`config.mk`:
```
export PLATFORM = sky130hd
export DESIGN_NAME = md_sched
export DESIGN_NICKNAME = d
export VERILOG_FILES = /design/src/rtl/md_pkg.sv /design/src/rtl/md_div_core.sv /design/src/rtl/md_sched.sv
export SDC_FILE = /design/constraint.sdc
export NUM_CORES = 2
export LEC_CHECK = 0
export CAP_MARGIN = 20
export CORE_MARGIN = 2
export CORE_UTILIZATION = 45
export DETAILED_ROUTE_END_ITERATION = 7
export PLACE_DENSITY = 0.61
export SETUP_SLACK_MARGIN = 0.3
export SYNTH_ARGS = -nofsm -noshare
export SYNTH_HDL_FRONTEND = slang
export SYNTH_HIERARCHICAL = 1
export SYNTH_SLANG_ARGS = --single-unit
```
`constraint.sdc`:
```
create_clock -name clk -period 10.9 [get_ports clk]
set_clock_uncertainty 0.05 [all_clocks]
set_input_delay 2.18 -clock clk [delete_from_list [all_inputs] [get_ports clk]]
set_output_delay 2.18 -clock clk [all_outputs]
set_load 0.02 [all_outputs]
```
`src/rtl/md_pkg.sv`:
```
// Shared encodings for the multiply/divide scheduler and its divider core.
package md_pkg;

  localparam int MD_W = 32;

  localparam logic [3:0] OP_NONE  = 4'd0;
  localparam logic [3:0] OP_MULT  = 4'd1;
  localparam logic [3:0] OP_MULTU = 4'd2;
  localparam logic [3:0] OP_DIV   = 4'd3;
  localparam logic [3:0] OP_DIVU  = 4'd4;
  localparam logic [3:0] OP_MFHI  = 4'd5;
  localparam logic [3:0] OP_MFLO  = 4'd6;
  localparam logic [3:0] OP_MTHI  = 4'd7;
  localparam logic [3:0] OP_MTLO  = 4'd8;

  typedef enum logic [1:0] {
    ST_IDLE = 2'd0,
    ST_MUL  = 2'd1,
    ST_DIV  = 2'd2
  } md_state_e;

  function automatic logic is_long_op(input logic [3:0] op);
    return (op == OP_MULT) || (op == OP_MULTU) || (op == OP_DIV) || (op == OP_DIVU);
  endfunction

endpackage

```
`src/rtl/md_div_core.sv`:
```
// Unsigned restoring divider, one quotient bit per step. Outputs show the
// quotient/remainder as they will be after the current cycle's step.
module md_div_core
  import md_pkg::*;
(
  input  logic            clk,
  input  logic            rst_n,
  input  logic            load,
  input  logic            step,
  input  logic [MD_W-1:0] dividend,
  input  logic [MD_W-1:0] divisor,
  output logic [MD_W-1:0] quotient,
  output logic [MD_W-1:0] remainder
);

  logic [MD_W-1:0] quo_q, quo_d;
  logic [MD_W-1:0] rem_q, rem_d;
  logic [MD_W-1:0] dsr_q, dsr_d;
  logic [MD_W:0]   rem_sh;
  logic [MD_W:0]   diff;
  logic            q_bit;

  always_comb begin
    rem_sh = {rem_q, quo_q[MD_W-1]};
    diff   = rem_sh - {1'b0, dsr_q};
    q_bit  = ~diff[MD_W];
    quotient  = {quo_q[MD_W-2:0], q_bit};
    remainder = q_bit ? diff[MD_W-1:0] : rem_sh[MD_W-1:0];
  end

  always_comb begin
    quo_d = quo_q;
    rem_d = rem_q;
    dsr_d = dsr_q;
    if (load) begin
      quo_d = dividend;
      rem_d = '0;
      dsr_d = divisor;
    end else if (step) begin
      quo_d = quotient;
      rem_d = remainder;
    end
  end

  always_ff @(posedge clk or negedge rst_n) begin
    if (!rst_n) begin
      quo_q <= '0;
      rem_q <= '0;
      dsr_q <= '0;
    end else begin
      quo_q <= quo_d;
      rem_q <= rem_d;
      dsr_q <= dsr_d;
    end
  end

endmodule

```
`src/rtl/md_sched.sv`:
```
// Multi-cycle MULT/DIV scheduler owning HI/LO; raises the pipeline stall.
//   state   | meaning
//   ST_IDLE | ready for an op; MTHI/MTLO complete here in one edge
//   ST_MUL  | product held in shadow reg, counting down fixed latency
//   ST_DIV  | divider stepping one quotient bit per cycle
module md_sched
  import md_pkg::*;
#(
  parameter int MULT_LAT = 5,
  parameter int DIV_ITER = 32
) (
  input  logic            clk,
  input  logic            reset,
  input  logic            start,
  input  logic [3:0]      op,
  input  logic [MD_W-1:0] a,
  input  logic [MD_W-1:0] b,
  input  logic            cancel,
  input  logic            id_md_use,
  output logic            busy,
  output logic            stall,
  output logic            done,
  output logic [MD_W-1:0] hi,
  output logic [MD_W-1:0] lo,
  output logic [MD_W-1:0] rdata
);

  localparam int MAX_LAT = (MULT_LAT > DIV_ITER) ? MULT_LAT : DIV_ITER;
  localparam int CNT_W   = ($clog2(MAX_LAT) < 1) ? 1 : $clog2(MAX_LAT);

  md_state_e          state_q, state_d;
  logic [CNT_W-1:0]   cnt_q, cnt_d;
  logic [MD_W-1:0]    hi_q, hi_d;
  logic [MD_W-1:0]    lo_q, lo_d;
  logic [2*MD_W-1:0]  prod_q, prod_d;
  logic               neg_quo_q, neg_quo_d;
  logic               neg_rem_q, neg_rem_d;
  logic               dz_q, dz_d;
  logic               done_q, done_d;

  logic               is_signed;
  logic [2*MD_W-1:0]  ext_a, ext_b;
  logic [MD_W-1:0]    a_mag, b_mag;
  logic               div_load, div_step;
  logic [MD_W-1:0]    div_quo, div_rem;

  // One multiplier serves both signednesses: extend to 64 bits, keep low half.
  always_comb begin
    is_signed = (op == OP_MULT) || (op == OP_DIV);
    ext_a = is_signed ? {{MD_W{a[MD_W-1]}}, a} : {{MD_W{1'b0}}, a};
    ext_b = is_signed ? {{MD_W{b[MD_W-1]}}, b} : {{MD_W{1'b0}}, b};
    a_mag = (is_signed && a[MD_W-1]) ? (~a + 1'b1) : a;
    b_mag = (is_signed && b[MD_W-1]) ? (~b + 1'b1) : b;
  end

  md_div_core u_div (
    .clk       (clk),
    .rst_n     (reset),
    .load      (div_load),
    .step      (div_step),
    .dividend  (a_mag),
    .divisor   (b_mag),
    .quotient  (div_quo),
    .remainder (div_rem)
  );

  always_comb begin
    state_d   = state_q;
    cnt_d     = cnt_q;
    hi_d      = hi_q;
    lo_d      = lo_q;
    prod_d    = prod_q;
    neg_quo_d = neg_quo_q;
    neg_rem_d = neg_rem_q;
    dz_d      = dz_q;
    done_d    = 1'b0;
    div_load  = 1'b0;
    div_step  = 1'b0;

    case (state_q)
      ST_IDLE: begin
        if (start && !cancel) begin
          case (op)
            OP_MULT, OP_MULTU: begin
              prod_d  = ext_a * ext_b;
              state_d = ST_MUL;
              cnt_d   = CNT_W'(MULT_LAT - 1);
            end
            OP_DIV, OP_DIVU: begin
              div_load  = 1'b1;
              neg_quo_d = is_signed && (a[MD_W-1] ^ b[MD_W-1]);
              neg_rem_d = is_signed && a[MD_W-1];
              dz_d      = (b == '0);
              state_d   = ST_DIV;
              cnt_d     = CNT_W'(DIV_ITER - 1);
            end
            OP_MTHI: hi_d = a;
            OP_MTLO: lo_d = a;
            default: ;
          endcase
        end
      end

      ST_MUL: begin
        if (cancel) begin
          state_d = ST_IDLE;
        end else if (cnt_q == '0) begin
          {hi_d, lo_d} = prod_q;
          state_d      = ST_IDLE;
          done_d       = 1'b1;
        end else begin
          cnt_d = cnt_q - 1'b1;
        end
      end

      ST_DIV: begin
        if (cancel) begin
          state_d = ST_IDLE;
        end else begin
          div_step = 1'b1;
          if (cnt_q == '0) begin
            // Divide by zero still burns the full latency but keeps HI/LO.
            if (!dz_q) begin
              lo_d = neg_quo_q ? (~div_quo + 1'b1) : div_quo;
              hi_d = neg_rem_q ? (~div_rem + 1'b1) : div_rem;
            end
            state_d = ST_IDLE;
            done_d  = 1'b1;
          end else begin
            cnt_d = cnt_q - 1'b1;
          end
        end
      end

      default: state_d = ST_IDLE;
    endcase
  end

  always_ff @(posedge clk or negedge reset) begin
    if (!reset) begin
      state_q   <= ST_IDLE;
      cnt_q     <= '0;
      hi_q      <= '0;
      lo_q      <= '0;
      prod_q    <= '0;
      neg_quo_q <= 1'b0;
      neg_rem_q <= 1'b0;
      dz_q      <= 1'b0;
      done_q    <= 1'b0;
    end else begin
      state_q   <= state_d;
      cnt_q     <= cnt_d;
      hi_q      <= hi_d;
      lo_q      <= lo_d;
      prod_q    <= prod_d;
      neg_quo_q <= neg_quo_d;
      neg_rem_q <= neg_rem_d;
      dz_q      <= dz_d;
      done_q    <= done_d;
    end
  end

  always_comb begin
    case (op)
      OP_MFHI: rdata = hi_q;
      OP_MFLO: rdata = lo_q;
      default: rdata = '0;
    endcase
  end

  assign busy  = (state_q != ST_IDLE);
  assign stall = id_md_use & (busy | (start & is_long_op(op)));
  assign done  = done_q;
  assign hi    = hi_q;
  assign lo    = lo_q;

endmodule

```
* Yosys cells after proc, flatten, opt, wreduce, memory -nomap -nowiden
Cells that the tools add are included.
Widths: inputs -> output; s select.
** Storage, ports and cells
- Bits in registers :: 235
- Input bits :: 73
- Word-level logic and storage cells :: 121
- Output and inout port bits :: 99
** Cells by class
- Equality and inequality tests :: 22
- $mul :: 1
- Add/sub/neg operators :: 6
- Reduce and logical (&&, ||, !) cells :: 25
- Bitwise operators :: 9
- Mux-type cells :: 46
** Operators by type and width (count)
- $mux 32 :: 23
- $pmux 32 s3 :: 2
- $add 32x1->32 const B :: 4
- $mux 64 :: 2
- $not 32->32 :: 4
- $mul 64x64->64 :: 1
- $pmux 32 s2 :: 1
- $sub 33x32->33 :: 1
- $logic_not 32->1 :: 1
- $pmux 5 s2 :: 2
- $eq 4x3->1 const B :: 4
- $ne 2x2->1 const B :: 8
- $reduce_and 8->1 :: 2
- $mux 5 :: 3
- $reduce_and 3->1 :: 3
- $eq 4x2->1 const B :: 2
- $mux 1 :: 8
- $pmux 2 s2 :: 2
- $mux 2 :: 3
- $ne 3x1->1 const B :: 2
- $reduce_bool 2->1 :: 3
- $reduce_or 2->1 :: 3
- $logic_not 5->1 :: 1
- $reduce_and 5->1 :: 1
- 15 further kinds :: 23

* Logic depth before layout (Yosys ltp)
- Depth in word-level cells :: 9
- Gate-level depth with buffers :: 38
- Mapped depth without buffers :: 34

* Modules after synthesis
Netlist, hierarchy kept.
** Modules (own cells, without submodules)
- md_sched :: instances 1, sequential area each 3478.3 µm², cells an instance 6254, area each 56771.9 µm²
- md_div_core :: instances 1, sequential area each 2402.3 µm², cells an instance 763, area each 6384.9 µm²

* Worst setup path before layout
Ideal clock, no wire load.
- Kind :: input port to flip-flop
- Start point :: input port op[0]
- End point :: register prod_q[60]
- Library setup time :: 0.094 ns
- Arrival time :: 11.392 ns
- Path slack :: -0.636 ns
- Cell stages on the path :: 34
- Cells stage by stage :: clkbuf_1 > nor3b_1 > and2_1 > clkbuf_1 > clkbuf_1 > buf_1 > nand2_1 > fa_1 > inv_1 > fa_1 > inv_1 > fa_1 > inv_1 > fa_1 > inv_1 > fa_1 > fa_1 > inv_1 > fa_1 > fa_1 > fa_1 > inv_1 > fa_1 > inv_1 > ha_1 > clkbuf_1 > and3_1 > nor2b_1 > nand3_1 > a2111oi_0 > nor2_1 > a31oi_1 > nor3_1 > a211oi_1
** Between the ends
- Cells in the longest elaborated chain, start to end :: 4
- Elaborated cells on any way between the ends :: 9
- Those cells by class :: mul: 1; eq/ne: 3; mux: 2; reduce/logical: 3
** Ends and longest elaborated chain
- start, declared :: RTL line md_sched.sv:15 : input logic [3:0] op,
- $eq 4x1->1 / $eq 4x2->1 (equally long branches) :: RTL line md_sched.sv:49, md_sched.sv:83
- $logic_or 1x1->1 :: RTL line md_sched.sv:49 : is_signed = (op == OP_MULT) || (op == OP_DIV);
- $mux 64 (on tied branches) :: RTL line md_sched.sv:50, md_sched.sv:51
- $mul 64x64->64 :: RTL line md_sched.sv:85 : prod_d = ext_a * ext_b;
- end signal, assigned :: RTL line md_sched.sv:155 : prod_q <= prod_d;
- end, declared :: RTL line md_sched.sv:35 : logic [2*MD_W-1:0] prod_q, prod_d;
Parallel ways exist; a longest one is shown, timed or not.
A chain may end at the register's enable or synchronous reset.

* Worst setup path in the final report
- Start point :: input port b[4]
- End point :: register prod_q[60]
** Between the ends
- Cells in the longest elaborated chain, start to end :: 2
** Ends and longest elaborated chain
- start, declared :: RTL line md_sched.sv:17 : input logic [MD_W-1:0] b,
- $mux 64 :: RTL line md_sched.sv:51 : ext_b = is_signed ? {{MD_W{b[MD_W-1]}}, b} : {{MD_W{1'b0}}, b};
- $mul 64x64->64 :: RTL line md_sched.sv:85
No other way between the ends.

==> metrics.txt <==
drt total wl=roughly 210000 microns; hold path endpoint=prod_q[1]; worst endpoint required time=around 11 ns; Worst path slowest cell=fa_2; Clock Tree Buf Depth=3; Placed Area=just over 0.07 sq mm; Worst EP arrival=10.76 ns; dominant cell by count in the synthesized netlist=inv_1; H-tree Lvls=1; Final Non-Filler Cells=~9.3k; Worst Path Max Fanout=12; initial antenna violation count=18; met1 Track Usage GR=between 30% and 40%; element type at the critical path end=flop; DR WL/cell=22.2 microns; Post-synth EDFFs=0; synthesized area per cell=9.00 sq um; Port Buffer Count=between 150 and 200; syn_nets=roughly 9k; max cap viols=0; CP peak stage delay=0.59 ns; CP Class=in -> reg; clk_lat worst skew=just under 0.6 ns; post-route ant nets=0; DP HPWL=174000 microns; met3 usage=roughly 3.7%; total congestion overflow=0; multi-input logic area=about 0.050 sq mm; Placed Cells=slightly above 9k; YS warnings=6; final period utilization=94.9%; RSZ-0062 raised after global routing=yes; top cells by count, synth=1598 x inv_1, 1411 x fa_1, 1090 x nand2_1; register area share after synthesis=under 10%; Mapped Area=0.0632 sq mm; setup TNS=0 ns; sequential cell area=0.00588 sq mm; synth top area cells=fa_1 45%, inv_1 9.5%, dfrtp_1 9.3%; cell family with most CP delay=adder cells; Hold Path Stages=2; core footprint=about 0.14 sq mm; CTS Buf Count=27; Setup WS post-layout=approximately 0.56 ns; Reg-to-Reg End=hi[16]; # fillers=between 10k and 15k; Worst R2R Start=u_div/quo_q[31]; Reg2Reg Depth=21; via-per-instance ratio=around 5.3; Clock Sink Count=~240; DRC=0; CP dominant cell by count=fa_1; register bit total from synthesis=about 240; buffers and inverters on the worst path=11; post-synth cell types=93; Iter 0 DRT Violations=roughly 3.4k; post-synthesis instance total=7017; pre-CTS WS=-0.535 ns; Worst setup SP type=input port; status=finished clean; number of global-route vias before repair=53.5k; die area=0.143 sq mm; Yosys top cell area share=between 40% and 50%; min Tclk post-route=between 10 and 15 ns; clock root buffer=clkbuf_16; final hold viol count=0; post-synth top area cell=fa_1; worst slew pin tran=approximately 1.2 ns; asr flop ratio synth=between 90% and 100%; first-pass GRT wire length=roughly 320000 microns; RePlAce Congestion=slightly below 1; Finished Cell Area=~0.072 sq mm; share of post-route cells with drive strength above 1=between 10% and 20%; maximum clock frequency=around 97 MHz; Total GRT Usage=approximately 30%; DR pass1 iterations=6; M2 GR Usage=between 50 and 60%; worst min-delay path startpoint=prod_q[1]; CTS tree=done; via count=49.4k; clock transition at the registers of the reported paths=0.06 ns; num rows=137; largest net degree at the start of global routing=between 100 and 150; fin nets=slightly above 9k; io pins=172; Initial Utilization=about 45%; Synth-to-Final Area Change=14.6%; HP Class=reg -> reg; Slew Limit Fails=0; Rel. slew slack=~18%; Synth Flop Type=dfrtp_1; Final setup viols=0; Die Ht=about 380 microns; Die X=~380 microns; Most Used Layer, Global Route=met2; FF-to-FF setup slack=slightly above 4 ns
[worst min-delay path, stage by stage (launching register included)]
cell and delay (ns):
dfrtp_1 0.35, nand2_1 0.05, nand2_1 0.06
[flip-flops by register name (all words and copies together) (netlist names)]
register and cells:
state_q 2, prod_q 64, neg_rem_q 1, hi 32, cnt_q 5, u_div/dsr_q 32, done 1, lo 32
dz_q 1, u_div/quo_q 32, u_div/rem_q 32, neg_quo_q 1
[area by class of cell]
cell class                      instances  area share (%)
Antenna cell                            6          0.0208
Clock buffer                           36            1.02
Clock inverter                         13           0.291
Inverter                             1599            8.30
Multi-Input combinational cell       4747            69.3
Sequential cell                       235            8.13
Tap cell                             1876            3.24
Timing Repair Buffer                  802            9.74
[per-stage QoR]
stage	util [%]	hold slack, ns
after detailed placement	50.7	0.414
after global placement	50.7	0.412
final	51.9	0.433
after CTS	51.5	0.429
after global routing	51.9	0.480
after floorplan	-	0.389
[how the worst max path moves through the flow]
stage / start / endpoint / slack (ns) / depth (start not counted)
final: b[4] / prod_q[60] / 0.56 / 32
after global routing: b[4] / prod_q[60] / 0.25 / 32
after CTS: b[16] / prod_q[52] / 0.35 / 34
after detailed placement: op[2] / prod_q[61] / -0.53 / 33
after global placement: op[2] / prod_q[61] / -0.48 / 33
after floorplan: op[0] / prod_q[52] / 0.30 / 33
[cell usage in the layout, fill, tap and decap left out, drive strengths merged, types with 7 or more instances in the layout]
| cell | instances |
|---|---|
| nor2 | 188 |
| and3 | 35 |
| nor3 | 35 |
| o31ai | 95 |
| nand3 | 36 |
| a311oi | 25 |
| o41ai | 14 |
| xnor2 | 193 |
| ha | 363 |
| o211ai | 12 |
| o21a | 11 |
| mux2i | 33 |
| a22o | 36 |
| a31oi | 24 |
| buf | 667 |
| dfrtp | 235 |
| o21ai | 223 |
| nand2b | 24 |
| or4 | 13 |
| dlymetal6s2s | 7 |
| nand2 | 1091 |
| a21oi | 124 |
| a211oi | 18 |
| o21bai | 14 |
| clkdlybuf4s50 | 120 |
| nor2b | 11 |
| or2 | 11 |
| or3 | 11 |
| and2 | 389 |
| a21o | 47 |
| fa | 1411 |
| a221oi | 60 |
| nor4 | 19 |
| xor2 | 78 |
| clkbuf | 41 |
| inv | 1600 |
| nand4 | 17 |
| a221o | 7 |
| nor3b | 7 |
[cells by family (layout without fill, tap and decap cells)]
group           Yosys count  count (layout)  synth area share (%)
other cells               0               6                     0
xor+xnor                271             271                  3.79
mux                      39              39                 0.642
compound gates          761             761                  8.14
simple gates           1902            1902                  13.8
fa+ha+maj              1774            1774                  51.9
flops                   235             235                  9.31
buf+inv                2035            2450                  12.4
[repair_timing]
action                     4_1_cts  5_1_grt
resized for setup               48       98
hold buffers                     0        0
pin swaps                       30       81
setup endpoints to repair       17       17
cloned                           0        2
buffers inserted                 9       12
[metal layers]
metal	routed length [microns]	vias to the layer above	share of wire, %
li1	-	21800	-
met1	81600	25600	40
met2	103000	1526	50
met3	11300	433	5.5
met4	10600	22	5.1
met5	141	-	0.068
Power is not shown: default switching activity piles up to over one toggle a cycle in this logic, so the estimate is an artifact.
